## src/rtl/pipe_stage_reg_if.sv

```systemverilog
// Valid/ready handshake bundle for one pipeline-stage register: upstream (in_*)
// and downstream (out_*) sides.
interface pipe_stage_reg_if #(
  parameter int CTRL_W = 9,
  parameter int DATA_W = 111
);
  logic              in_valid;
  logic              in_ready;
  logic [CTRL_W-1:0] in_ctrl;
  logic [DATA_W-1:0] in_data;
  logic              out_valid;
  logic              out_ready;
  logic [CTRL_W-1:0] out_ctrl;
  logic [DATA_W-1:0] out_data;

  modport master (
    output in_valid, in_ctrl, in_data, out_ready,
    input  in_ready, out_valid, out_ctrl, out_data
  );

  modport slave (
    input  in_valid, in_ctrl, in_data, out_ready,
    output in_ready, out_valid, out_ctrl, out_data
  );
endinterface

```

## src/rtl/pipe_stage_reg.sv

```systemverilog
// Pipeline-stage register with valid/ready flow control, optional skid entry,
// synchronous flush and all-zero control on bubbles.
module pipe_stage_reg #(
  parameter int CTRL_W            = 9,
  parameter int DATA_W            = 111,
  parameter bit SKID              = 1'b1,
  parameter bit CLR_DATA_ON_FLUSH = 1'b0
) (
  input  logic                   clk,
  input  logic                   rst,
  pipe_stage_reg_if.slave        bus,
  input  logic                   flush,
  output logic [1:0]             occupancy,
  output logic [15:0]            bubble_cnt
);

  logic              r_main_valid;
  logic [CTRL_W-1:0] r_main_ctrl;
  logic [DATA_W-1:0] r_main_data;
  logic              r_skid_valid;
  logic [CTRL_W-1:0] r_skid_ctrl;
  logic [DATA_W-1:0] r_skid_data;
  logic [15:0]       r_bubble_cnt;

  logic w_in_ready;
  logic w_in_xfer;
  logic w_out_xfer;

  // With a skid entry, ready comes straight from state and never from out_ready.
  assign w_in_ready = SKID ? ~r_skid_valid : (~r_main_valid | bus.out_ready);
  assign w_in_xfer  = bus.in_valid & w_in_ready;
  assign w_out_xfer = r_main_valid & bus.out_ready;

  assign bus.in_ready  = w_in_ready;
  assign bus.out_valid = r_main_valid;
  assign bus.out_ctrl  = r_main_valid ? r_main_ctrl : '0;
  assign bus.out_data  = r_main_data;
  assign occupancy     = {1'b0, r_main_valid} + {1'b0, r_skid_valid};
  assign bubble_cnt    = r_bubble_cnt;

  // NOTE: sequential state uses non-blocking assignments only, so every flop
  // samples pre-edge values and simulation matches the synthesized registers.
  always_ff @(posedge clk) begin
    if (rst) begin
      // NOTE: data registers are reset too, because out_data must read zero after reset.
      r_main_valid <= 1'b0;
      r_main_ctrl  <= '0;
      r_main_data  <= '0;
      r_skid_valid <= 1'b0;
      r_skid_ctrl  <= '0;
      r_skid_data  <= '0;
    end else if (flush) begin
      r_main_valid <= 1'b0;
      r_main_ctrl  <= '0;
      r_skid_valid <= 1'b0;
      r_skid_ctrl  <= '0;
      if (CLR_DATA_ON_FLUSH) begin
        r_main_data <= '0;
        r_skid_data <= '0;
      end
    end else if (SKID) begin
      if (!r_main_valid || w_out_xfer) begin
        if (r_skid_valid) begin
          r_main_valid <= 1'b1;
          r_main_ctrl  <= r_skid_ctrl;
          r_main_data  <= r_skid_data;
          r_skid_valid <= 1'b0;
          r_skid_ctrl  <= '0;
        end else if (w_in_xfer) begin
          r_main_valid <= 1'b1;
          r_main_ctrl  <= bus.in_ctrl;
          r_main_data  <= bus.in_data;
        end else begin
          r_main_valid <= 1'b0;
          r_main_ctrl  <= '0;
        end
      end else if (w_in_xfer) begin
        // Main is stalled: park the incoming beat behind it.
        r_skid_valid <= 1'b1;
        r_skid_ctrl  <= bus.in_ctrl;
        r_skid_data  <= bus.in_data;
      end
    end else begin
      if (w_in_xfer) begin
        r_main_valid <= 1'b1;
        r_main_ctrl  <= bus.in_ctrl;
        r_main_data  <= bus.in_data;
      end else if (w_out_xfer) begin
        r_main_valid <= 1'b0;
        r_main_ctrl  <= '0;
      end
    end
  end

  // Counts empty-output cycles; holds at all-ones instead of wrapping.
  always_ff @(posedge clk) begin
    if (rst) begin
      r_bubble_cnt <= '0;
    end else if (!r_main_valid && r_bubble_cnt != 16'hFFFF) begin
      r_bubble_cnt <= r_bubble_cnt + 16'd1;
    end
  end

endmodule

```

## src/flat_wrapper.sv

```systemverilog
// flat-port wrapper written by rule: the top's interface ports become plain ports
module pipe_stage_reg_flat 
#(
  parameter int CTRL_W            = 9,
  parameter int DATA_W            = 111,
  parameter bit SKID              = 1'b1,
  parameter bit CLR_DATA_ON_FLUSH = 1'b0
)
  (clk, rst, flush, occupancy, bubble_cnt, bus_in_valid, bus_in_ctrl, bus_in_data, bus_out_ready, bus_in_ready, bus_out_valid, bus_out_ctrl, bus_out_data);
  pipe_stage_reg_if #(.CTRL_W(CTRL_W), .DATA_W(DATA_W)) bus_i ();
  input  logic clk;
  input  logic rst;
  input  logic flush;
  output logic [1:0] occupancy;
  output logic [15:0] bubble_cnt;
  input wire logic [$bits(bus_i.in_valid)-1:0] bus_in_valid;
  input wire logic [$bits(bus_i.in_ctrl)-1:0] bus_in_ctrl;
  input wire logic [$bits(bus_i.in_data)-1:0] bus_in_data;
  input wire logic [$bits(bus_i.out_ready)-1:0] bus_out_ready;
  output wire logic [$bits(bus_i.in_ready)-1:0] bus_in_ready;
  output wire logic [$bits(bus_i.out_valid)-1:0] bus_out_valid;
  output wire logic [$bits(bus_i.out_ctrl)-1:0] bus_out_ctrl;
  output wire logic [$bits(bus_i.out_data)-1:0] bus_out_data;
  assign bus_i.in_valid = bus_in_valid;
  assign bus_i.in_ctrl = bus_in_ctrl;
  assign bus_i.in_data = bus_in_data;
  assign bus_i.out_ready = bus_out_ready;
  assign bus_in_ready = bus_i.in_ready;
  assign bus_out_valid = bus_i.out_valid;
  assign bus_out_ctrl = bus_i.out_ctrl;
  assign bus_out_data = bus_i.out_data;
  pipe_stage_reg #(.CTRL_W(CTRL_W), .DATA_W(DATA_W), .SKID(SKID), .CLR_DATA_ON_FLUSH(CLR_DATA_ON_FLUSH)) u_core (.clk(clk), .rst(rst), .bus(bus_i), .flush(flush), .occupancy(occupancy), .bubble_cnt(bubble_cnt));
endmodule
```

## config.mk

```make
export PLATFORM = sky130hd
export DESIGN_NAME = pipe_stage_reg_flat
export DESIGN_NICKNAME = d
export VERILOG_FILES = /design/src/rtl/pipe_stage_reg_if.sv /design/src/rtl/pipe_stage_reg.sv /design/src/flat_wrapper.sv
export SDC_FILE = /design/constraint.sdc
export NUM_CORES = 1
export LEC_CHECK = 0
export BUFFER_PORTS_ARGS = -buffer_cell sky130_fd_sc_hd__clkbuf_2
export CAP_MARGIN = 5
export CELL_PAD_IN_SITES_DETAIL_PLACEMENT = 1
export CELL_PAD_IN_SITES_GLOBAL_PLACEMENT = 2
export CORE_UTILIZATION = 32
export CTS_BUF_LIST = sky130_fd_sc_hd__clkbuf_4 sky130_fd_sc_hd__clkbuf_8
export DETAILED_ROUTE_END_ITERATION = 8
export PLACE_DENSITY_LB_ADDON = 0.08
export RECOVER_POWER = 50
export SYNTH_ARGS = -nofsm -noshare
export SYNTH_HDL_FRONTEND = slang
export SYNTH_SLANG_ARGS = --single-unit
```

## constraint.sdc

```tcl
create_clock -name clk -period 1.69 [get_ports clk]
set_input_delay 0.0845 -clock clk [delete_from_list [all_inputs] [get_ports clk]]
set_output_delay 0.0845 -clock clk [all_outputs]
set_load 0.01 [all_outputs]
```

=== After elaboration in Yosys (flattened, before gate mapping) ===
Index checks and enable logic that the tools add are counted.

* Bits in latches: 0
* Bits in writable memories: 0
* Memories kept: 0
* Bits in registers: 258
* Bits of input ports: 125
* ROM bits: 0

* Reduce and logical (&&, ||, !) cells: 10
* Muxes and demuxes: 10
* Add/sub/neg operators: 2
* Div/mod/pow operators: 0
* Bitwise logic cells: 5
* Shifts and indexed selects: 0
* Magnitude comparators: 0
* Multiply operators: 0
* Equality and inequality tests: 2

{| class="wikitable"
|+ Operators by type and width
! cell !! count
|-
| 111-bit 2-to-1 mux || 2
|-
| 9-bit 2-to-1 mux || 6
|-
| 16-bit by 1-bit adder with 16-bit output, second input constant || 1
|-
| 16-bit inequality test, second input constant || 1
|-
| 3-bit AND reduction || 2
|-
| 2-bit nonzero test || 2
|-
| 1-bit NOT || 3
|-
| 3-bit OR reduction || 1
|-
| 1-bit by 1-bit adder with 2-bit output || 1
|-
| 1-bit bitwise AND || 2
|-
| 1-bit 2-to-1 mux || 2
|-
| 2-bit by 1-bit inequality test with 1-bit output, second input constant || 1
|-
| 2-bit AND reduction || 1
|-
| 2-bit OR reduction || 1
|-
| 1-bit logical AND || 1
|-
| 1-bit logical NOT || 1
|-
| 1-bit logical OR || 1
|}

=== Depth between registers and ports, before layout ===
Gate-level depths: netlist of run 1.

* Depth after elaboration: 4
* Gate-level depth with buffers: 7

=== Worst setup path before layout of run 1 ===
No wires, ideal clock.

* Path kind: register -> register
* Start point: reg u_core.r_bubble_cnt[5], in the netlist u_core.bubble_cnt[5]
* End point: reg u_core.r_bubble_cnt[15], in the netlist u_core.bubble_cnt[15]
* Period minus slack after synthesis: 1,510 ps
* Setup time: 70 ps
* Setup slack: 180 ps
* Cell stages (with the launch flop): 5
* Arrival: 1,440 ps
* Path buffers: 0
* Cells stage by stage: dfxtp_1 and3_4 nand4_1 or4_1 a21oi_1

* Word-level cells in the longest chain between the ends: 2
* Elaborated cells on any way between the ends: 3

{| class="wikitable"
|+ Ends and longest elaborated chain
! element !! RTL line !! source
|-
| start: declaration || pipe_stage_reg.sv:23 || <nowiki>logic [15:0] r_bubble_cnt;</nowiki>
|-
| start signal: assignment || pipe_stage_reg.sv:100 || <nowiki>r_bubble_cnt <= r_bubble_cnt + 16'd1;</nowiki>
|-
| parallel branches: the longest is 2 deep, another holds 16-bit by 1-bit adder with 16-bit output || -- ||
|}

Several ways; the timed one is not identified.
A chain may end at the register's enable or synchronous reset.

=== Final worst setup path of run 1 ===
* Start point: reg u_core.r_skid_valid
* End point: out occupancy[0]

* Word-level cells in the longest chain between the ends: 1

{| class="wikitable"
|+ Ends and longest elaborated chain
! element !! RTL line !! source
|-
| start: declaration || pipe_stage_reg.sv:20 || <nowiki>logic r_skid_valid;</nowiki>
|-
| start signal: assignment || pipe_stage_reg.sv:49 || <nowiki>r_skid_valid <= 1'b0;</nowiki>
|-
| start signal: assignment || pipe_stage_reg.sv:55 || <nowiki>r_skid_valid <= 1'b0;</nowiki>
|-
| start signal: assignment || pipe_stage_reg.sv:67 || <nowiki>r_skid_valid <= 1'b0;</nowiki>
|-
| 1-bit by 1-bit adder with 2-bit output || pipe_stage_reg.sv:38 || <nowiki>assign occupancy = {1'b0, r_main_valid} + {1'b0, r_skid_valid};</nowiki>
|-
| end: declaration || flat_wrapper.sv:14 || <nowiki>output logic [1:0] occupancy;</nowiki>
|}

Every way passes these cells.

==> results of run 1 <==
power by group through the flow:
| stage | combinational (mW) | clock [mW] | sequential [mW] |
|---|---|---|---|
| CTS | 1.49 | 6.20 | 6.44 |
| floorplan | 0.568 | 0 | 6.63 |
| global placement | 1.24 | 0 | 6.56 |
| detailed placement | 1.26 | 0 | 6.56 |
| finish | 1.46 | 5.96 | 6.43 |
| global route | 1.62 | 6.51 | 6.46 |
per-stage QoR:
| step | cells | area [µm²] | setup TNS [ns] | power (mW) | hold WS, ns |
|---|---|---|---|---|---|
| after floorplan | 1185 | 10400 | 0 | 7.20 | 0.220 |
| after global placement | 1802 | 12300 | 0 | 7.80 | 0.321 |
| after detailed placement | 1802 | 12300 | 0 | 7.82 | 0.329 |
| after CTS | 2005 | 14500 | 0 | 14.1 | 0.0269 |
| after global routing | 2010 | 14400 | -0.0461 | 14.6 | 0.0832 |
| final | 2010 | 14400 | 0 | 13.9 | 0.0610 |
per-layer routing:
metal | track usage | share of wire | vias up
met5 | 0 | 0 | -
met4 | 0.0558 | 0.019 | 0
met3 | 0.0525 | 0.061 | 53
met2 | 0.326 | 0.47 | 223
met1 | 0.235 | 0.45 | 4654
li1 | - | - | 4890
critical path, stage by stage, from the launching register on:
cell	delay, ns
dfxtp_4	0.40
buf_8	0.18
ha_1	0.24
clkbuf_2	0.13
cells in the final DEF, fill, tap and decap left out, types with 21 or more instances in the layout:
cell             n
buf_4           21
clkbuf_4        23
nand2_1        246
clkbuf_1       126
clkbuf_8        55
a21oi_1        121
nor2_1         136
a211oi_1       110
clkbuf_2       144
dfxtp_1        256
dlygate4sd3_1  124
mux2i_1        120
synth_stat cells, types with 9 or more instances:
cell type and instances:
and2_1 10, a22oi_1 9, a211oi_1 112, clkbuf_1 42, buf_4 18, buf_2 35, mux2i_1 120, dfxtp_1 258
nor2_1 136, nand2_1 246, a21oi_1 121, o21ai_0 14
cell families after synthesis:
| group | after synthesis | synth area share |
|---|---|---|
| AO/OA/AOI/OAI | 269 | 0.162 |
| XOR/XNOR | 1 | 0.000844 |
| adder cells (fa/ha/maj) | 2 | 0.00241 |
| buffers and inverters | 98 | 0.0462 |
| flip-flops | 258 | 0.498 |
| multiplexers | 121 | 0.117 |
| AND/OR/NAND/NOR | 436 | 0.175 |
worst min path at each step:
stage	end	cells after the start
final	u_core.bus.out_data[100]$_SDFFE_PP0P_	5
after global routing	u_core.r_skid_ctrl[1]$_SDFFE_PP0P_	3
after CTS	u_core.bus.out_data[100]$_SDFFE_PP0P_	5
after detailed placement	u_core.r_skid_data[16]$_SDFFE_PP0P_	3
after global placement	u_core.r_skid_data[36]$_SDFFE_PP0P_	3
after floorplan	u_core.r_skid_data[0]$_SDFFE_PP0P_	2
sequential cells by signal (all words and copies together), names as in the netlist:
| name | cells |
|---|---|
| u_core.bus.out_data | 111 |
| u_core.r_skid_ctrl | 9 |
| u_core.r_main_ctrl | 9 |
| u_core.r_skid_data | 111 |
| u_core.r_skid_valid | 1 |
| u_core.bus.out_valid | 1 |
| u_core.bubble_cnt | 16 |
timing repair:
item / 4_1_cts / 5_1_grt
endpoints found under the setup margin: 1 / 46
hold endpoints to repair: 254 / 0
resized for setup: 1 / 11
cloned: 0 / 2
pin swaps: 0 / 1
hold buffers: 124 / 0
cell type report:
class	instances	share of cell area
Antenna cell	3	0.000521
Clock buffer	77	0.0636
Clock inverter	2	0.00113
Inverter	2	0.000521
Multi-Input combinational cell	829	0.332
Sequential cell	258	0.359
Tap cell	402	0.0349
Timing Repair Buffer	437	0.209
==> impl_results.md, run 1 <==
* First-pass GRT wire length at 51,600 µm
* Hold Path Class: in2reg
* Clock Latency Late Sink at around 0.56 ns
* Synth Flop Type: dfxtp_1
* Fraction of registers with async set/reset at 0
* Worst reg2reg endpoint: u_core.bubble_cnt[15]$_SDFFE_PP0P_
* Reg2reg setup slack at 0.11 ns
* Storage cell area at 5170 µm²
* Status: complete, no violations
* GRT Util Overall at 0.191
* Placer Congestion at between 0.7 and 0.8
* Sw Ratio at 0.252
* Worst setup margin at roughly 0.095 ns
* Root Driver: clkbuf_8
* CTS Buf Count at 48
* FF-to-FF Start: u_core.bubble_cnt[10]$_SDFFE_PP0P_
* Number of vias per cell at 4.89
* Pint at 10.4 mW
* Largest net degree at the start of global routing at 94
* RSZ-0062 raised after global routing: yes
* Die ar. at 33,200 µm²
* Most area-consuming cells after synthesis: dfxtp_1 50%, mux2i_1 12%, nand2_1 8.9%
* # fillers at about 3,800
* Actual slew at the worst max-slew pin at roughly 0.53 ns
* Data required time at the worst endpoint at roughly 1.6 ns
* F_max at 627 MHz
* Comb power frac at 0.106
* CTS tree: done
* Initial antenna violation count at 3
* Vias in the first global route at 9,902
* Sequential-to-total area share from yosys stat at 0.498
* HP Start: flush
* Max Root-Sink Buffers at 3
* Clk network pwr share at 0.430
* Area Growth Syn to Fin at 38.8%
* Relative slew slack at 0.647
* Yosys warning count at 0
* Fin util at 0.454
* VDD IR-drop max at 467 µV
* Worst Clk Skew at 0.0224 ns
* Part of the power in registers at 0.464
* Crit path DAT at 1.51 ns
* Layout cells sized above 1 at 0.177
* PD cells at between 900 and 1000 nW/µm²
* Yosys top cell area share at 0.498
* Die extent in x at 182 µm
* Number of port buffers at 264
* # rows at 65
* Detailed-route via count at 9,820
* Leading area contributor after synthesis: dfxtp_1
* IO Count at 265
* Post-layout min period at 1.60 ns
* Fin nets at 1,703
* Synth Area per Inst at 8.76 µm²
* H-Tree Depth at 2
* GRT overflow at 0
* Crit path to: occupancy[0]
* Post-synth EDFFs at 0
* CTS clk-pin slew, worst paths at about 0.060 ns
* Syn nets at around 1,300
* Initial Util at 0.327
* Post-CTS setup buffer count at 0
* Core area at 31,700 µm²
* Netlist Area Pre-Place at 10,400 µm²
* Synthesized flop and latch total at 258
* Post-route ant nets at 0
* Wire per inst at 16.2 µm
* Nature of the critical path startpoint: register
* Number of remaining DRC errors at 0
* Clock sink count at around 260
* Drt pass-1 iters at 4
* Area of the multi-input gates at 4780 µm²
* Fin crit share at 0.944
* Worst Reg2Reg Path Length in Cells at 4
* Final hold violations at 0
* Crit path from: u_core.r_skid_valid$_SDFFE_PP0P_
* DPL Wire Length at 20,500 µm
* Worst Setup End Kind: output port
* Net switching power at 3.48 mW
* Final wirelength at 32,600 µm
* Post-Synthesis Cells at 1,185
* Pleak at ~5.2 nW
* Setup Slack @ Placement at 0.0473 ns
* DR iter-0 viols at 372
* Post-synth cell types at 45
* Die Height at 182 µm
* Finish-stage setup viols at 0
* Max-cap viol count at 0
* Max FO, Critical Path at 21
* Crit path kind: reg2out
* Pins Over Slew Limit at 0
Power figures use the tool's default switching activity.
==> run 2: changes to the inputs <==
--- a/config.mk
+++ b/config.mk
@@ -5,13 +5,14 @@
 export SDC_FILE = /design/constraint.sdc
 export NUM_CORES = 1
 export LEC_CHECK = 0
-export BUFFER_PORTS_ARGS = -buffer_cell sky130_fd_sc_hd__clkbuf_2
 export CAP_MARGIN = 5
 export CELL_PAD_IN_SITES_DETAIL_PLACEMENT = 1
 export CELL_PAD_IN_SITES_GLOBAL_PLACEMENT = 2
-export CORE_UTILIZATION = 32
+export CORE_UTILIZATION = 38
 export CTS_BUF_LIST = sky130_fd_sc_hd__clkbuf_4 sky130_fd_sc_hd__clkbuf_8
 export DETAILED_ROUTE_END_ITERATION = 8
+export DONT_BUFFER_PORTS = 1
+export HOLD_SLACK_MARGIN = 0.05
 export PLACE_DENSITY_LB_ADDON = 0.08
 export RECOVER_POWER = 50
 export SYNTH_ARGS = -nofsm -noshare
==> run 2 against run 1 <==
The run now ends with hold timing left. Sequential share of layout area increased by 4.5 points. Clock skew about the same. Non-clock buffer count decreased by 298. Clock power increased by 4.7%. First-iteration DRC count increased by 20%. Combinational power decreased by 43%. Critical path type is now reg2reg. Hold slack got worse by 0.43 ns. Final cell count decreased by 18%. Die area decreased by 16%. Critical path depth increased by 3. Sequential power increased by 2%.
==> impl_results.md, run 2 (synthesis results as in run 1) <==
* CTS Buf Count at 47 (was 48)
* Finish-stage setup viols at 0 (unchanged)
* Root Driver: clkbuf_8 (unchanged)
* Worst Reg2Reg Path Length in Cells at 6 (was 4)
* PD cells at 1070 nW/µm² (was 961 nW/µm²)
* Crit path kind: reg2reg (was reg2out)
* Fin crit share at 0.956 (was 0.944)
* Hold Path Class: in2reg (unchanged)
* Wire per inst at 17.6 µm (was 16.2 µm)
* DP Cell Count at 1,478 (was 1,802)
* Die extent in x at 167 µm (was 182 µm)
* H-Tree Depth at 2 (unchanged)
* Crit path DAT at 2.03 ns (was 1.51 ns)
* DPL Wire Length at 17,800 µm (was 20,500 µm)
* GRT overflow at 0 (unchanged)
* Pins Over Slew Limit at 0 (unchanged)
* Max-cap viol count at 0 (unchanged)
* Fin nets at 1,404 (was 1,703)
* Detailed-route via count at 8,596 (was 9,820)
* Vias in the first global route at 8,199 (was 9,902)
* Largest net degree at the start of global routing at 242 (was 94)
* Area Growth Syn to Fin at 23.4% (was 38.8%)
* DR iter-0 viols at 445 (was 372)
* Die Height at 167 µm (was 182 µm)
* Max Root-Sink Buffers at 3 (unchanged)
* # rows at 60 (was 65)
* F_max at 619 MHz (was 627 MHz)
* IO Count at 265 (unchanged)
* Layout cells sized above 1 at 0.108 (was 0.177)
* CTS clk-pin slew, worst paths at 0.06 ns (about the same)
* Initial Util at 0.386 (was 0.327)
* Max FO, Critical Path at 11 (was 21)
* Relative slew slack at 0.460 (was 0.647)
* Worst Setup End Kind: register (was output port)
* Number of port buffers at 0 (was 264)
* Status: finished with violations (was complete, no violations)
* Drt pass-1 iters at 4 (unchanged)
* Die ar. at 28,000 µm² (was 33,200 µm²)
* Clock Latency Late Sink at 0.56 ns (about the same)
* Final hold violations at 119 (was 0)
* Tot Pwr at 13.6 mW (was 13.9 mW)
* Most common cell after layout, fill and taps aside: dfxtp_1 (unchanged)
* Hold depth at 1 (was 5)
* Failing checks: hold timing
* Number of remaining DRC errors at 0 (unchanged)
* Post-layout min period at 1.61 ns (was 1.60 ns)
* Setup TNS at 0 ns (unchanged)
* CP most frequent cell: buf_4
* Final wirelength at 29,200 µm (was 32,600 µm)
* GRT Util Overall at 0.199 (was 0.191)
* Placer Congestion at 0.734 (was 0.740)
* Slowest stage cell, crit path: dfxtp_1 (was dfxtp_4)
* Data required time at the worst endpoint at 2.11 ns (was 1.61 ns)
* Largest stage delay, worst path at 0.30 ns (was 0.40 ns)
* Most frequent cells in the layout: 256 x dfxtp_1, 246 x nand2_1, 136 x nor2_1, 121 x a21oi_1, 120 x mux2i_1 (was 256 x dfxtp_1, 246 x nand2_1, 144 x clkbuf_2, 136 x nor2_1, 126 x clkbuf_1)
* Worst Clk Skew at 0.0228 ns (was 0.0224 ns)
* Initial antenna violation count at 2 (was 3)
* Post-route ant nets at 0 (unchanged)
* VDD IR-drop max at 560 µV (was 467 µV)
* Hold_ws at -0.367 ns (was 0.0610 ns)
* Core area at 26,900 µm² (was 31,700 µm²)
* Clock sink count at 258 (unchanged)
* Pleak at 4.32 nW (was 5.21 nW)
* CTS tree: done (unchanged)
* Number of vias per cell at 5.19 (was 4.89)
* RSZ-0062 raised after global routing: no (was yes)
* Nature of the critical path startpoint: register (unchanged)
* Actual slew at the worst max-slew pin at 0.810 ns (was 0.530 ns)
* Cell Chain, Critical Path: buf_4 -> buf_4 -> and4b_1 -> o211ai_1 -> o21ai_0 -> o31ai_1 (was buf_8 -> ha_1 -> clkbuf_2)
* Final cell count without fillers at 1,656 (was 2,010)
* First-pass GRT wire length at 45,100 µm (was 51,600 µm)
-- run 2: cell count changes in the layout (fill, tap and decap cells not counted), moves of 4 or more --
cell,before,now
dlygate4sd3_1,124,88
and2_0,0,6
clkbuf_2,144,1
clkbuf_8,55,63
buf_12,15,11
clkbuf_4,23,17
and2_1,10,4
clkinv_2,0,4
clkbuf_1,126,12
-- run 2: timing repair --
action | CTS | global route
setup endpoints to repair | 0 | 18
buffers inserted | 0 | 2
hold endpoints to repair | 258 | 236
hold buffers | 17 | 71
gates resized for setup | 0 | 6
-- run 2: area by class of cell --
type,count,area [µm²]
diodes,2,5.00
clock buffers,79,987
clock inverters,6,36.3
fillers,3163,14100
inverters,2,7.51
multi-input cells,829,4780
flip-flops and latches,258,5170
well taps,341,427
repair buffers,139,1390
-- run 2: worst max-delay path: cells and delay by family (launching register included) --
family / cells / cell delay [ns]
AO/OA/AOI/OAI: 3 / 0.53
buffers and inverters: 2 / 0.36
flip-flops: 1 / 0.30
AND/OR/NAND/NOR: 1 / 0.30
-- run 2: report_power, final --
part | switching, mW | internal (mW) | leakage, nW
clock | 2.57 | 3.67 | 0.547
combinational | 0.415 | 0.424 | 1.67
sequential | 0.257 | 6.31 | 2.10
total | 3.24 | 10.4 | 4.32
-- run 2: worst paths after layout --
path / slack [ns] / end / from
worst min-delay path: -0.37 / u_core.r_skid_data[107]$_SDFFE_PP0P_ / rst
worst max register to register: 0.08 / u_core.bubble_cnt[10]$_SDFFE_PP0P_ / u_core.bus.out_valid$_SDFFE_PP0P_
worst min register to register: 0.45 / u_core.r_skid_data[37]$_SDFFE_PP0P_ / u_core.r_skid_data[37]$_SDFFE_PP0P_
worst max-delay path: 0.08 / u_core.bubble_cnt[10]$_SDFFE_PP0P_ / u_core.bus.out_valid$_SDFFE_PP0P_
-- run 2: per-stage QoR --
stage,setup WS (ns),instance area [µm²],utilization
6_report,0.0751,12800,0.476
5_1_grt,0.00341,12800,0.476
4_1_cts,0.0244,12100,0.449
3_5_place_dp,0.0433,10900,0.405
3_3_place_gp,0.113,10900,0.405
2_1_floorplan,0.180,10400,-
-- run 2: routing by layer --
metal / vias to the layer above / routed length (µm) / track usage
li1: 4310 / - / -
met1: 4049 / 12800 / 0.239
met2: 203 / 13700 / 0.326
met3: 34 / 2270 / 0.0818
met4: 0 / 403 / 0.0554
met5: - / 0 / 0
==> run 3: changes to the inputs <==
--- a/config.mk
+++ b/config.mk
@@ -9,11 +9,11 @@
 export CELL_PAD_IN_SITES_DETAIL_PLACEMENT = 1
 export CELL_PAD_IN_SITES_GLOBAL_PLACEMENT = 2
 export CORE_UTILIZATION = 38
-export CTS_BUF_LIST = sky130_fd_sc_hd__clkbuf_4 sky130_fd_sc_hd__clkbuf_8
+export CTS_BUF_LIST = sky130_fd_sc_hd__clkbuf_8
 export DETAILED_ROUTE_END_ITERATION = 8
 export DONT_BUFFER_PORTS = 1
 export HOLD_SLACK_MARGIN = 0.05
-export PLACE_DENSITY_LB_ADDON = 0.08
+export PLACE_DENSITY_LB_ADDON = 0.1
 export RECOVER_POWER = 50
 export SYNTH_ARGS = -nofsm -noshare
 export SYNTH_HDL_FRONTEND = slang
==> run 3 against run 2 <==
The run still ends with hold timing left. Largest cell class unchanged. Critical path type unchanged. Clock power fell by 13%. Critical path depth stayed put. Sequential share of layout area fell by 0.63 points.
==> impl_results.md, run 3 (synthesis results as in run 1) <==
* M1 wire length at 13,200 µm (was 12,800 µm)
* Fin nets at 1,436 (was 1,404)
* Reg2reg setup slack at 0.09 ns (was 0.08 ns)
* DP Cell Count at 1,486 (was 1,478)
* Most frequent cells in the layout: 257 x dfxtp_1, 246 x nand2_1, 136 x nor2_1, 121 x a21oi_1, 120 x mux2i_1 (was 256 x dfxtp_1, 246 x nand2_1, 136 x nor2_1, 121 x a21oi_1, 120 x mux2i_1)
* F_max at 625 MHz (was 619 MHz)
* Sw Ratio at 0.250 (was 0.238)
* Pleak at 4.43 nW (was 4.32 nW)
* Core area at 26,900 µm² (unchanged)
* Die extent in x at 167 µm (unchanged)
* Hold_ws at -0.392 ns (was -0.367 ns)
* Pint at 9.68 mW (was 10.4 mW)
* Crit path from: u_core.r_skid_valid$_SDFFE_PP0P_ (was u_core.bus.out_valid$_SDFFE_PP0P_)
* Setup Slack @ Placement at 0.0619 ns (was 0.0433 ns)
* Part of the power in registers at 0.509 (was 0.481)
* GRT overflow at 0 (unchanged)
* Initial antenna violation count at 2 (unchanged)
* Max FO, Critical Path at 40 (was 11)
* Max-cap viol count at 0 (unchanged)
* Actual slew at the worst max-slew pin at 0.589 ns (was 0.810 ns)
* Highest Signal Layer: met4 (unchanged)
* Final cell count without fillers at 1,678 (was 1,656)
* First-pass GRT wire length at 46,200 µm (was 45,100 µm)
* Largest net degree at the start of global routing at 242 (unchanged)
* Die Height at 167 µm (unchanged)
* Detailed-route via count at 8,815 (was 8,596)
* Worst Clk Skew at 0.0165 ns (was 0.0228 ns)
* CTS tree: done (unchanged)
* Die ar. at 28,000 µm² (unchanged)
* CTS clk-pin slew, worst paths at 0.06 ns (about the same)
* H-Tree Depth at 2 (unchanged)
* Final hold violations at 236 (was 119)
* DR iter-0 viols at 336 (was 445)
* Number of port buffers at 0 (unchanged)
* Placement Cell Area at 11,000 µm² (was 10,900 µm²)
* # rows at 60 (unchanged)
* Pins Over Slew Limit at 0 (unchanged)
* Final instance area at 13,000 µm² (was 12,800 µm²)
* Clk network pwr share at 0.421 (was 0.457)
* Worst Setup End Kind: register (unchanged)
* Clock Latency Late Sink at 0.56 ns (about the same)
* Finish-stage setup viols at 0 (unchanged)
* FF-to-FF Start: u_core.r_skid_valid$_SDFFE_PP0P_ (was u_core.bus.out_valid$_SDFFE_PP0P_)
* Crit path DAT at 2.05 ns (was 2.03 ns)
* Vias in the first global route at 8,435 (was 8,199)
* Relative slew slack at 0.607 (was 0.460)
* Post-layout min period at 1.60 ns (was 1.61 ns)
* GRT Util Overall at 0.205 (was 0.199)
* PD cells at 992 nW/µm² (was 1070 nW/µm²)
* Layout cells sized above 1 at 0.0899 (was 0.108)
* Crit path kind: reg2reg (unchanged)
* Worst reg2reg endpoint: u_core.bus.out_data[87]$_SDFFE_PP0P_ (was u_core.bubble_cnt[10]$_SDFFE_PP0P_)
* Routed wl met3 at 2300 µm (was 2270 µm)
* Max Root-Sink Buffers at 3 (unchanged)
* Placer Congestion at 0.747 (was 0.734)
* Status: finished with violations (unchanged)
* Fin crit share at 0.947 (was 0.956)
* Area Growth Syn to Fin at 25.3% (was 23.4%)
* Initial Util at 0.386 (unchanged)
* Most common cell after layout, fill and taps aside: dfxtp_1 (unchanged)
* CTS Buf Count at 46 (was 47)
* RSZ-0062 raised after global routing: yes (was no)
* Nature of the critical path startpoint: register (unchanged)
* Worst Reg2Reg Path Length in Cells at 6 (unchanged)
* Crit path to: u_core.bus.out_data[87]$_SDFFE_PP0P_ (was u_core.bubble_cnt[10]$_SDFFE_PP0P_)
* Failing checks: hold timing (unchanged)
* Comb power frac at 0.070 (was 0.062)
* VDD IR-drop max at 516 µV (was 560 µV)
* Root Driver: clkbuf_8 (unchanged)
* Detail Route met2 WL at 14,300 µm (was 13,700 µm)
* DPL Wire Length at 18,100 µm (was 17,800 µm)
* Clock sink count at 258 (unchanged)
* Post-route ant nets at 0 (unchanged)
* Data required time at the worst endpoint at 2.14 ns (was 2.11 ns)
* Worst setup margin at 0.0903 ns (was 0.0751 ns)
* Number of remaining DRC errors at 0 (unchanged)
* Hold Path Class: in2reg (unchanged)
* Setup TNS at 0 ns (unchanged)
* Net switching power at 3.22 mW (was 3.24 mW)
* Drt pass-1 iters at 4 (unchanged)
* Number of vias per cell at 5.25 (was 5.19)
* Final wirelength at 30,400 µm (was 29,200 µm)
* Wire per inst at 18.1 µm (was 17.6 µm)
* IO Count at 265 (unchanged)
==> run 3: layout make-up <==
type / count / area [µm²]
fill: 3084 / 13900
sequential: 258 / 5170
multi-input combinational: 829 / 4770
timing repair buffer: 172 / 1790
clock buffer: 55 / 757
tap: 341 / 427
clock inverter: 19 / 78.8
inverter: 2 / 7.51
antenna: 2 / 5.00
==> run 3: metal layers <==
metal / global-route usage / vias to the layer above
met4: 0.0650 / 0
li1: - / 4352
met2: 0.337 / 215
met1: 0.241 / 4199
met5: 0 / -
met3: 0.0867 / 49
==> run 3: per-stage QoR <==
| step | power, mW | utilization |
|---|---|---|
| final | 12.9 | 0.484 |
| after global routing | 13.5 | 0.484 |
| after CTS | 12.9 | 0.450 |
| after detailed placement | 7.33 | 0.408 |
| after global placement | 7.32 | 0.408 |
| after floorplan | 7.20 | - |
==> run 3: worst max-delay path: stages (launching register included) <==
cell and delay [ns]:
dfxtp_4 0.43, nor2_1 0.13, nor3_4 0.21, buf_6 0.21
buf_16 0.21, nor2_1 0.06, a211oi_1 0.23
==> run 3: worst min path at each step <==
stage	from	to	slack, ns	cells past startpoint
detailed placement	rst	u_core.bubble_cnt[0]$_SDFFE_PP0P_	0.17	1
global placement	rst	u_core.bubble_cnt[0]$_SDFFE_PP0P_	0.17	1
finish	rst	u_core.bubble_cnt[0]$_SDFFE_PP0P_	-0.39	1
CTS	rst	u_core.bubble_cnt[0]$_SDFFE_PP0P_	-0.43	1
floorplan	bus_in_data[0]	u_core.r_skid_data[0]$_SDFFE_PP0P_	0.22	2
global route	rst	u_core.r_skid_data[93]$_SDFFE_PP0P_	-0.39	1
==> run 3: power groups by stage <==
stage | registers (mW) | clock network [mW] | logic [mW]
2_1_floorplan | 6.63 | 0 | 0.568
4_1_cts | 6.57 | 5.61 | 0.682
3_5_place_dp | 6.70 | 0 | 0.632
5_1_grt | 6.59 | 5.85 | 1.02
3_3_place_gp | 6.70 | 0 | 0.618
6_report | 6.57 | 5.43 | 0.907
==> run 3: what timing repair did <==
action / CTS / global route
setup endpoints to repair: 3 / 202
hold buffers: 22 / 90
buffers inserted: 0 / 1
gates cloned: 2 / 1
hold endpoints to repair: 258 / 236
resized for setup: 1 / 9
